===== src/rtl/fifo_led_pkg.sv =====
`default_nettype none
// ============================================================================
// Module      : fifo_led_pkg
// Description : Shared types and constants for the FIFO status LED block.
//               led_state_t encodes the blink sequencer states; ERR_* are
//               the bit masks of the latched fault code.
// Revision    : 1.0 - initial release
// ============================================================================
package fifo_led_pkg;

    typedef enum logic [1:0] {
        HEARTBEAT = 2'd0,
        FLASH_ON  = 2'd1,
        FLASH_OFF = 2'd2,
        GAP       = 2'd3
    } led_state_t;

    localparam logic [1:0] ERR_NONE  = 2'b00;
    localparam logic [1:0] ERR_RDATA = 2'b01;
    localparam logic [1:0] ERR_STALL = 2'b10;

endpackage
`default_nettype wire


===== src/rtl/led_sync_bit.sv =====
`default_nettype none
// ============================================================================
// Module      : led_sync_bit
// Description : Multi-flop synchroniser for one asynchronous level onto
//               led_clk. All flops reset asynchronously to 0.
// Ports       : led_clk  - destination clock
//               sys_rst  - asynchronous active-high reset
//               async_i  - level from a foreign clock domain
//               sync_o   - synchronised level, SYNC_STAGE cycles later
// Revision    : 1.0 - initial release
// ============================================================================
module led_sync_bit
    import fifo_led_pkg::*;
#(
    parameter int SYNC_STAGE = 2
) (
    input  logic led_clk,
    input  logic sys_rst,
    input  logic async_i,
    output logic sync_o
);

    logic [SYNC_STAGE-1:0] r_sync;

    always_ff @(posedge led_clk or posedge sys_rst) begin
        if (sys_rst) begin
            r_sync <= '0;
        end else begin
            r_sync <= {r_sync[SYNC_STAGE-2:0], async_i};
        end
    end

    assign sync_o = r_sync[SYNC_STAGE-1];

endmodule
`default_nettype wire


===== src/rtl/fifo_status_led_ctrl.sv =====
`default_nettype none
// ============================================================================
// Module      : fifo_status_led_ctrl
// Description : Status LED stage for the async FIFO demo. Resynchronises the
//               read-error / full / empty flags, latches a 2-bit fault code
//               and drives a heartbeat or repeating blink-code LED plus the
//               full/empty indicator LEDs.
// Build macro : LED_PULSE_STRETCH_EN - stretch led_full_o / led_empty_o to at
//               least STRETCH_TICKS ticks; otherwise a plain 1-cycle register.
// Ports       : led_clk, sys_rst (async, active-high)
//               rdata_error_i, fifo_full_i, fifo_empty_i - async inputs
//               clear_i      - synchronous clear of the latched fault code
//               led_status_o - heartbeat / blink code
//               led_full_o, led_empty_o - indicator LEDs
//               err_code_o   - bit0 read mismatch, bit1 full stall
//               tick_o       - one-cycle prescaler strobe
// Revision    : 1.0 - initial release
// ============================================================================
module fifo_status_led_ctrl
    import fifo_led_pkg::*;
#(
    parameter int SYNC_STAGE    = 2,
    parameter int TICK_DIV      = 20,
    parameter int GAP_TICKS     = 4,
    parameter int FULL_TIMEOUT  = 8,
    parameter int STRETCH_TICKS = 2
) (
    input  logic       led_clk,
    input  logic       sys_rst,
    input  logic       rdata_error_i,
    input  logic       fifo_full_i,
    input  logic       fifo_empty_i,
    input  logic       clear_i,
    output logic       led_status_o,
    output logic       led_full_o,
    output logic       led_empty_o,
    output logic [1:0] err_code_o,
    output logic       tick_o
);

    localparam int c_frun_w = $clog2(FULL_TIMEOUT + 1);
    localparam int c_gap_w  = (GAP_TICKS > 1) ? $clog2(GAP_TICKS) : 1;
    localparam logic [c_frun_w-1:0] c_full_max = c_frun_w'(FULL_TIMEOUT);
    localparam logic [c_gap_w-1:0]  c_gap_load = c_gap_w'(GAP_TICKS - 1);

    logic w_s_rdata;
    logic w_s_full;
    logic w_s_empty;

    led_sync_bit #(.SYNC_STAGE(SYNC_STAGE)) u_sync_rdata (
        .led_clk (led_clk), .sys_rst (sys_rst),
        .async_i (rdata_error_i), .sync_o (w_s_rdata)
    );
    led_sync_bit #(.SYNC_STAGE(SYNC_STAGE)) u_sync_full (
        .led_clk (led_clk), .sys_rst (sys_rst),
        .async_i (fifo_full_i), .sync_o (w_s_full)
    );
    led_sync_bit #(.SYNC_STAGE(SYNC_STAGE)) u_sync_empty (
        .led_clk (led_clk), .sys_rst (sys_rst),
        .async_i (fifo_empty_i), .sync_o (w_s_empty)
    );

    // Prescaler: the strobe is the all-ones count, so it is 0 out of reset.
    logic [TICK_DIV-1:0] r_presc;
    logic                w_tick;

    always_ff @(posedge led_clk or posedge sys_rst) begin
        if (sys_rst) begin
            r_presc <= '0;
        end else begin
            r_presc <= r_presc + TICK_DIV'(1);
        end
    end

    assign w_tick = &r_presc;
    assign tick_o = w_tick;

    // Stall detector and sticky fault code. Clear wins over any set in the
    // same cycle; a source that is still active re-sets its bit next cycle.
    logic [c_frun_w-1:0] r_full_run;
    logic [1:0]          r_err;
    logic [1:0]          w_err_set;

    assign w_err_set = (w_s_rdata ? ERR_RDATA : ERR_NONE)
                     | ((r_full_run == c_full_max) ? ERR_STALL : ERR_NONE);

    always_ff @(posedge led_clk or posedge sys_rst) begin
        if (sys_rst) begin
            r_full_run <= '0;
            r_err      <= ERR_NONE;
        end else begin
            if (clear_i || !w_s_full) begin
                r_full_run <= '0;
            end else if (w_tick && (r_full_run != c_full_max)) begin
                r_full_run <= r_full_run + c_frun_w'(1);
            end

            if (clear_i) begin
                r_err <= ERR_NONE;
            end else begin
                r_err <= r_err | w_err_set;
            end
        end
    end

    assign err_code_o = r_err;

    // Blink sequencer. pulse_cnt is loaded from the fault code only at frame
    // start, so code changes mid-frame only show from the next frame.
    led_state_t       r_state,  w_state_nxt;
    logic             r_led,    w_led_nxt;
    logic [1:0]       r_pulse,  w_pulse_nxt;
    logic [c_gap_w-1:0] r_gap,  w_gap_nxt;

    always_ff @(posedge led_clk or posedge sys_rst) begin
        if (sys_rst) begin
            r_state <= HEARTBEAT;
            r_led   <= 1'b0;
            r_pulse <= 2'd0;
            r_gap   <= '0;
        end else begin
            r_state <= w_state_nxt;
            r_led   <= w_led_nxt;
            r_pulse <= w_pulse_nxt;
            r_gap   <= w_gap_nxt;
        end
    end

    always_comb begin
        w_state_nxt = r_state;
        w_led_nxt   = r_led;
        w_pulse_nxt = r_pulse;
        w_gap_nxt   = r_gap;
        if (w_tick) begin
            case (r_state)
                HEARTBEAT: begin
                    if (r_err != ERR_NONE) begin
                        w_state_nxt = FLASH_ON;
                        w_led_nxt   = 1'b1;
                        w_pulse_nxt = r_err;
                    end else begin
                        w_led_nxt   = ~r_led;
                    end
                end
                FLASH_ON: begin
                    w_state_nxt = FLASH_OFF;
                    w_led_nxt   = 1'b0;
                    w_pulse_nxt = r_pulse - 2'd1;
                end
                FLASH_OFF: begin
                    if (r_pulse != 2'd0) begin
                        w_state_nxt = FLASH_ON;
                        w_led_nxt   = 1'b1;
                    end else begin
                        w_state_nxt = GAP;
                        w_led_nxt   = 1'b0;
                        w_gap_nxt   = c_gap_load;
                    end
                end
                GAP: begin
                    w_led_nxt = 1'b0;
                    if (r_gap != '0) begin
                        w_gap_nxt = r_gap - c_gap_w'(1);
                    end else if (r_err != ERR_NONE) begin
                        w_state_nxt = FLASH_ON;
                        w_led_nxt   = 1'b1;
                        w_pulse_nxt = r_err;
                    end else begin
                        w_state_nxt = HEARTBEAT;
                    end
                end
                default: begin
                    w_state_nxt = HEARTBEAT;
                    w_led_nxt   = 1'b0;
                end
            endcase
        end
    end

    assign led_status_o = r_led;

    // Indicator LEDs: index 0 = full, index 1 = empty.
    logic [1:0] r_led_fe;
    logic [1:0] w_lvl;

    assign w_lvl = {w_s_empty, w_s_full};

`ifdef LED_PULSE_STRETCH_EN
    // One extra tick is loaded because the first tick after a rise may land
    // almost immediately; this guarantees STRETCH_TICKS whole tick periods.
    localparam int c_str_w = $clog2(STRETCH_TICKS + 2);
    localparam logic [c_str_w-1:0] c_str_load = c_str_w'(STRETCH_TICKS + 1);

    logic [1:0]         r_lvl_prev;
    logic [c_str_w-1:0] r_str_cnt [2];

    always_ff @(posedge led_clk or posedge sys_rst) begin
        if (sys_rst) begin
            r_lvl_prev <= 2'b00;
            r_led_fe   <= 2'b00;
            for (int i = 0; i < 2; i++) begin
                r_str_cnt[i] <= '0;
            end
        end else begin
            r_lvl_prev <= w_lvl;
            for (int i = 0; i < 2; i++) begin
                if (w_lvl[i] && !r_lvl_prev[i]) begin
                    r_str_cnt[i] <= c_str_load;
                end else if (w_tick && (r_str_cnt[i] != '0)) begin
                    r_str_cnt[i] <= r_str_cnt[i] - c_str_w'(1);
                end
                r_led_fe[i] <= w_lvl[i] | (r_str_cnt[i] != '0);
            end
        end
    end
`else
    always_ff @(posedge led_clk or posedge sys_rst) begin
        if (sys_rst) begin
            r_led_fe <= 2'b00;
        end else begin
            r_led_fe <= w_lvl;
        end
    end
`endif

    assign led_full_o  = r_led_fe[0];
    assign led_empty_o = r_led_fe[1];

endmodule
`default_nettype wire

===== config.mk =====
export PLATFORM = sky130hd
export DESIGN_NAME = fifo_status_led_ctrl
export DESIGN_NICKNAME = d
export VERILOG_FILES = /design/src/rtl/fifo_led_pkg.sv /design/src/rtl/led_sync_bit.sv /design/src/rtl/fifo_status_led_ctrl.sv
export SDC_FILE = /design/constraint.sdc
export NUM_CORES = 1
export LEC_CHECK = 0
export ABC_AREA = 1
export CAP_MARGIN = 20
export CELL_PAD_IN_SITES_DETAIL_PLACEMENT = 0
export CELL_PAD_IN_SITES_GLOBAL_PLACEMENT = 2
export CORE_UTILIZATION = 33
export CTS_CLUSTER_DIAMETER = 30
export DETAILED_ROUTE_END_ITERATION = 12
export GPL_ROUTABILITY_DRIVEN = 0
export PLACE_DENSITY = 0.74
export RECOVER_POWER = 100
export SYNTH_ARGS = -nofsm -noshare
export SYNTH_HDL_FRONTEND = slang
export SYNTH_SLANG_ARGS = --single-unit

===== constraint.sdc =====
create_clock -name led_clk -period 1.4 [get_ports led_clk]
set_input_delay 0.35 -clock led_clk [delete_from_list [all_inputs] [get_ports led_clk]]
set_output_delay 0.35 -clock led_clk [all_outputs]
set_load 0.01 [all_outputs]

==> metrics.csv, run 1 <==
metric;value;unit
WHS Endpoint;u_sync_full.r_sync[1];
reg2reg start;r_presc[1];
Die Wd;79.0;µm
die area;6240;µm²
Mapped Area;1960;µm²
final worst slack;-313;ps
layout cells sized above 1;38.1;%
clk sinks;41;
final-report hold violation count;0;
skew final;7.90;ps
slew margin rel.;62.5;%
GRT Util Overall;14.3;%
pin count of the biggest net entering global routing;42;
clk_lat worst skew;290;ps
WL final;4010;µm
startpoint types;register;
Yosys warnings;0;
leakage power;0.00138;µW
power per cell area;799;nW/µm²
Flop pwr share;53.2;%
combinational family with the most area after synthesis;simple AND/OR/NAND/NOR gates;
Post-Place Cells;341;
Final HPWL DP;2830;µm
Min-Delay Path Depth;0;
antenna-violating nets left;0;
final setup vio count;10;
Starting Density;34.9;%
TritonCTS buffer count;5;
vias in the first global route;1491;
Max FO, Critical Path;2;
# H-tree levels;2;
Slew Viols, Final;0;
fmax;584;MHz
hold_buf cts;0;
area of placed instances;2510;µm²
core box area;5610;µm²
nets;304;
DRC Markers;0;
area delta synth->final;45.2;%
Hold/Removal Path Class;reg2reg;
global-route wire length before repair;6780;µm
critical hold path startpoint;u_sync_full.r_sync[0];
Worst Setup End Kind;output port;
first-pass detailed-route iteration total;4;
P_int;1770;µW
Tcrit/Tclk final;122;%
Crit Reg-Reg Endpoint;led_status_o;
Worst EP required;1050;ps
Compound-Gate Fraction of Synth Area;1.28;%
Synth Area in XOR/XNOR;8.51;%
Final Non-Filler Cells;366;
P_sw;496;µW
clock share of power;42.6;%
multiplexer share of the synthesized area;0;%
max_cap viols;0;
clk slew on worst S/H paths;90;ps
crit path time final;1710;ps
syn avg cell area;9.18;µm²
sequential area share after synthesis;52.5;%
FF-to-FF path depth;12;
IO Pins;12;
post-synthesis adder-cell area fraction;3.20;%
critical setup path kind;reg2out;
post-synthesis cell type count;21;
status;complete, but fails checks;
drt initial violations;85;
Post-Synth Simple-Gate Area;30.1;%
wire per inst;11.0;µm
#FFs+latches synth;41;
Vias/cell;4.24;
port buffer count;11;
failing checks;negative setup slack;
# diodes;0;
Die Ht;79.0;µm
setup slack, reg-to-reg;-180;ps
Via Count;1552;
initial antenna violation count;0;
num rows;27;
clock root cell;clkbuf_8;
VDD IR-drop max;672;µV
grt ovf;0;
syn_nets;224;
Clock Path Buffers;2;
CTS tree;yes;
Tightest Pin Transition;562;ps
Net Sw Frac;21.8;%
RSZ-0062 raised after global routing;yes;
critical path arrival;1360;ps
Mapped Cells;213;
final design area excluding fillers;2840;µm²
Logic pwr share;4.2;%
==> cell families (layout without fill, tap and decap cells) <==
group | after synthesis | count (layout)
compound gates | 5 | 5
xor+xnor | 19 | 19
fa+ha+maj | 5 | 5
buf+inv | 23 | 104
flops | 41 | 41
simple gates | 120 | 120
==> sequential cells by signal, summed over array words and instances, names as in the netlist <==
name,cells
led_status_o,1
r_full_run,4
err_code_o,2
r_pulse,2
u_sync_full.r_sync,2
r_presc,20
r_gap,2
r_state,2
u_sync_empty.r_sync,2
u_sync_rdata.r_sync,2
r_led_fe,2
==> per-layer routing <==
layer | track usage (%) | vias up | wire [µm]
li1 | - | 823 | -
met1 | 19.5 | 709 | 2030
met2 | 22.0 | 16 | 1820
met3 | 4.14 | 4 | 123
met4 | 4.36 | 0 | 34
met5 | 0 | - | 0
==> cells in the mapped netlist (all sizes together) <==
cell | n | area (µm²)
xnor2 | 8 | 70.1
and3 | 1 | 6.26
xor2 | 11 | 96.3
nand3 | 20 | 135
nand3b | 4 | 30.0
nor2 | 32 | 163
inv | 22 | 82.6
a21oi | 2 | 10.0
o21ai | 3 | 15.0
nand2 | 62 | 250
nor3 | 1 | 5.00
ha | 5 | 62.6
clkinv | 1 | 3.75
dfrtp | 41 | 1030
==> worst max path at each step <==
stage               startpoint      to  slack, ps  cells after the start
floorplan           r_presc[0]  tick_o        -20                      7
global placement    r_presc[1]  tick_o       -400                      8
detailed placement  r_presc[1]  tick_o       -440                      8
CTS                 r_presc[0]  tick_o       -360                      8
global route        r_presc[1]  tick_o       -410                      8
finish              r_presc[1]  tick_o       -310                      8
==> area by class of cell <==
type / count / area, µm²
Fill cell: 559 / 2770
Sequential cell: 41 / 1030
Multi-Input combinational cell: 149 / 933
Timing Repair Buffer: 73 / 584
Inverter: 23 / 90.1
Tap cell: 72 / 90.1
Clock buffer: 5 / 68.8
Clock inverter: 3 / 46.3
==> metrics by stage <==
step | TNS [ps] | total power, µW | hold slack [ps] | setup WS (ps) | utilization [%]
final | -1080 | 2270 | 352 | -313 | 50.6
after global routing | -3060 | 2380 | 363 | -410 | 50.6
after CTS | -945 | 2310 | 354 | -363 | 48.8
after detailed placement | -868 | 1340 | 335 | -437 | 44.8
after global placement | -744 | 1340 | 333 | -399 | 44.8
after floorplan | -22.8 | 1280 | 331 | -22.8 | -
==> power by group through the flow <==
stage	Sequential (µW)	Clock, µW	Combinational [µW]
after CTS	1210	995	106
after global routing	1210	1060	110
after detailed placement	1230	0	105
after global placement	1230	0	105
after floorplan	1230	0	42.6
final	1210	966	96.1
==> critical path, cell delays in order (launching register included) <==
cell	delay, ps
dfrtp_1	360
ha_2	190
nand2_2	50
nor2_2	80
nand2_2	80
nor2_4	100
nand2_2	60
clkinv_2	60
buf_6	90
==> layout by cell type, fill, tap and decap left out, types with 4 or more instances in the layout <==
master,n
nor2_4,6
buf_4,53
nand2_1,48
xor2_1,11
nand3_1,13
nor2_2,9
buf_6,6
nand3b_1,4
dlygate4sd3_1,5
dfrtp_1,41
inv_1,20
xnor2_1,7
nor2_1,17
clkbuf_8,5
nand3_4,4
dlygate4sd2_1,4
nand2_2,13
==> repair_timing <==
| item | CTS | global route |
|---|---|---|
| endpoints found under the setup margin | 10 | 19 |
| gates resized for setup | 22 | 21 |
| gates cloned | 0 | 0 |
| pin swaps | 10 | 25 |
| buffers inserted | 9 | 12 |
(Power assumes the default switching activity.)
==> run 2: changes to the inputs <==
--- a/config.mk
+++ b/config.mk
@@ -9,6 +9,7 @@
 export CAP_MARGIN = 20
 export CELL_PAD_IN_SITES_DETAIL_PLACEMENT = 0
 export CELL_PAD_IN_SITES_GLOBAL_PLACEMENT = 2
+export CORE_MARGIN = 1
 export CORE_UTILIZATION = 33
 export CTS_CLUSTER_DIAMETER = 30
 export DETAILED_ROUTE_END_ITERATION = 12
==> results of run 2 <==
The final DEF is identical to that of run 1; final timing and power are the same.
==> run 3: changes to the inputs <==
--- a/config.mk
+++ b/config.mk
@@ -6,6 +6,7 @@
 export NUM_CORES = 1
 export LEC_CHECK = 0
 export ABC_AREA = 1
+export ABC_CLOCK_PERIOD_IN_PS = 1400
 export CAP_MARGIN = 20
 export CELL_PAD_IN_SITES_DETAIL_PLACEMENT = 0
 export CELL_PAD_IN_SITES_GLOBAL_PLACEMENT = 2
@@ -14,7 +15,7 @@
 export CTS_CLUSTER_DIAMETER = 30
 export DETAILED_ROUTE_END_ITERATION = 12
 export GPL_ROUTABILITY_DRIVEN = 0
-export PLACE_DENSITY = 0.74
+export PLACE_DENSITY = 0.72
 export RECOVER_POWER = 100
 export SYNTH_ARGS = -nofsm -noshare
 export SYNTH_HDL_FRONTEND = slang
==> metrics.csv, run 3 (synthesized netlist as in run 1, its figures left out) <==
metric;value;unit;change
status;complete, but fails checks;;unchanged
failing checks;negative setup slack;;unchanged
CP bufs+invs;2;;unchanged
Tightest Pin Transition;564;ps;was 562 ps
fmax;580;MHz;was 584 MHz
critical path arrival;1370;ps;was 1360 ps
max_cap viols;0;;unchanged
Worst EP required;1050;ps;about the same
Min-Delay Path Depth;0;;unchanged
Crit Reg-Reg Endpoint;r_gap[0];;was led_status_o
WHS;354;ps;was 352 ps
clk slew on worst S/H paths;80;ps;was 90 ps
Vias/cell;4.28;;was 4.24
most flop-heavy register;r_presc;;unchanged
final setup TNS;-324;ps;was -1080 ps
vias in the first global route;1567;;was 1491
RSZ-0062 raised after global routing;yes;;unchanged
startpoint types;register;;unchanged
CTS tree;yes;;unchanged
WL final;3900;µm;was 4010 µm
reg2reg start;r_presc[0];;was r_presc[1]
leakage power;0.00131;µW;was 0.00138 µW
clock root cell;clkbuf_8;;unchanged
nets;292;;was 304
Max FO, Critical Path;2;;unchanged
critical hold path startpoint;u_sync_empty.r_sync[0];;was u_sync_full.r_sync[0]
CP max-delay cell;dfrtp_1;;unchanged
Slew Viols, Final;0;;unchanged
first-pass detailed-route iteration total;4;;unchanged
VDD IR-drop max;616;µV;was 672 µV
Post-Place Cells;339;;was 341
grt ovf;0;;unchanged
# diodes;0;;unchanged
Die Ht;79.0;µm;unchanged
GRT Util Overall;14.8;%;was 14.3%
cell family with most CP delay;simple AND/OR/NAND/NOR gates;;unchanged
core box area;5610;µm²;unchanged
TritonCTS buffer count;5;;unchanged
Final HPWL DP;2780;µm;was 2830 µm
biggest regs;r_presc: 20 flops, r_full_run: 4 flops;;unchanged
final core occ;48.9;%;was 50.6%
Final Non-Filler Cells;354;;was 366
Worst Setup End Kind;output port;;unchanged
IO Pins;12;;unchanged
die area;6240;µm²;unchanged
max reg flops;20;;unchanged
FF-to-FF path depth;9;;was 12
slew margin rel.;62.4;%;was 62.5%
Die Wd;79.0;µm;unchanged
skew final;5.91;ps;was 7.90 ps
WHS Endpoint;u_sync_empty.r_sync[1];;was u_sync_full.r_sync[1]
critical setup path kind;reg2out;;unchanged
crit-path max cell delay;360;ps;about the same
pin count of the biggest net entering global routing;42;;unchanged
Tcrit/Tclk final;123;%;was 122%
clk_lat worst skew;300;ps;was 290 ps
clk sinks;41;;unchanged
global-route wire length before repair;7050;µm;was 6780 µm
num rows;27;;unchanged
area delta synth->final;40.2;%;was 45.2%
final setup vio count;1;;was 10
antenna-violating nets left;0;;unchanged
setup slack, reg-to-reg;10;ps;was -180 ps
# H-tree levels;2;;unchanged
most common cell after layout, fill and taps aside;nand2_1;;was buf_4
Hold/Removal Path Class;reg2reg;;unchanged
hold_buf cts;0;;unchanged
final worst slack;-324;ps;was -313 ps
initial antenna violation count;0;;unchanged
power per cell area;765;nW/µm²;was 799 nW/µm²
CP most frequent cell;nand2_2;;unchanged
port buffer count;11;;unchanged
DRC Markers;0;;unchanged
wire per inst;11.0;µm;about the same
drt initial violations;34;;was 85
Starting Density;34.9;%;unchanged
Via Count;1516;;was 1552
chain of cells forming the critical path;ha_2, nand2_1, nor2_2, nand2_2, nor2_4, nand2_2, clkinv_2, buf_6;;was ha_2, nand2_2, nor2_2, nand2_2, nor2_4, nand2_2, clkinv_2, buf_6
final-report hold violation count;0;;unchanged
layout cells sized above 1;35.5;%;was 38.1%
fillers;566;;was 559
crit path time final;1720;ps;was 1710 ps
Clock Path Buffers;2;;unchanged
most frequent cells in the layout;nand2_1 (49), buf_4 (43), dfrtp_1 (41);;was buf_4 (53), nand2_1 (48), dfrtp_1 (41)
## run 3: what timing repair did
item | CTS | global route
resized for setup | 15 | 27
setup endpoints to repair | 11 | 21
gates cloned | 0 | 0
setup buffers | 2 | 6
pin swaps | 3 | 19
## run 3: worst max path at each step
stage	from	end	slack, ps	cells after the start
floorplan	r_presc[0]	tick_o	-20	7
global placement	r_presc[1]	tick_o	-420	8
detailed placement	r_presc[0]	tick_o	-440	8
CTS	r_presc[0]	tick_o	-350	8
global route	r_presc[1]	tick_o	-420	8
finish	r_presc[1]	tick_o	-320	8
## run 3: area by class of cell
class / count / area, µm² / share of cell area (%)
Timing Repair Buffer: 61 / 497 / 18.1
Clock inverter: 3 / 22.5 / 0.821
Inverter: 23 / 90.1 / 3.28
Sequential cell: 41 / 1030 / 37.4
Clock buffer: 5 / 68.8 / 2.51
Tap cell: 72 / 90.1 / 3.28
Multi-Input combinational cell: 149 / 948 / 34.6
## run 3: worst reg2reg max path, cell delays in order, from the launching register on
cell      delay, ps
dfrtp_1         360
clkbuf_4        130
buf_6            90
nand3_4          80
nor2_4          170
nand3_4         150
nor2_4          160
nand2_2          70
nand2_1          60
nand2_1          40
## run 3: routing by layer
metal / wire length (µm) / track usage [%] / up-vias
li1: - / - / 793
met1: 1960 / 19.0 / 707
met2: 1770 / 23.4 / 14
met3: 144 / 5.29 / 2
met4: 24 / 4.36 / 0
met5: 0 / 0 / -
## run 3: stage by stage
stage	power (µW)	cell area, µm²	setup slack, ps
2_1_floorplan	1280	1960	-22.8
3_3_place_gp	1330	2500	-420
3_5_place_dp	1330	2500	-438
4_1_cts	2140	2630	-346
5_1_grt	2190	2740	-424
6_report	2100	2740	-324
## run 3: power breakdown
| group | switching (µW) | total (µW) | internal [µW] |
|---|---|---|---|
| clock | 439 | 793 | 354 |
| sequential | 8.62 | 1210 | 1200 |
| combinational | 54.0 | 95.0 | 41.0 |
| total | 502 | 2100 | 1600 |
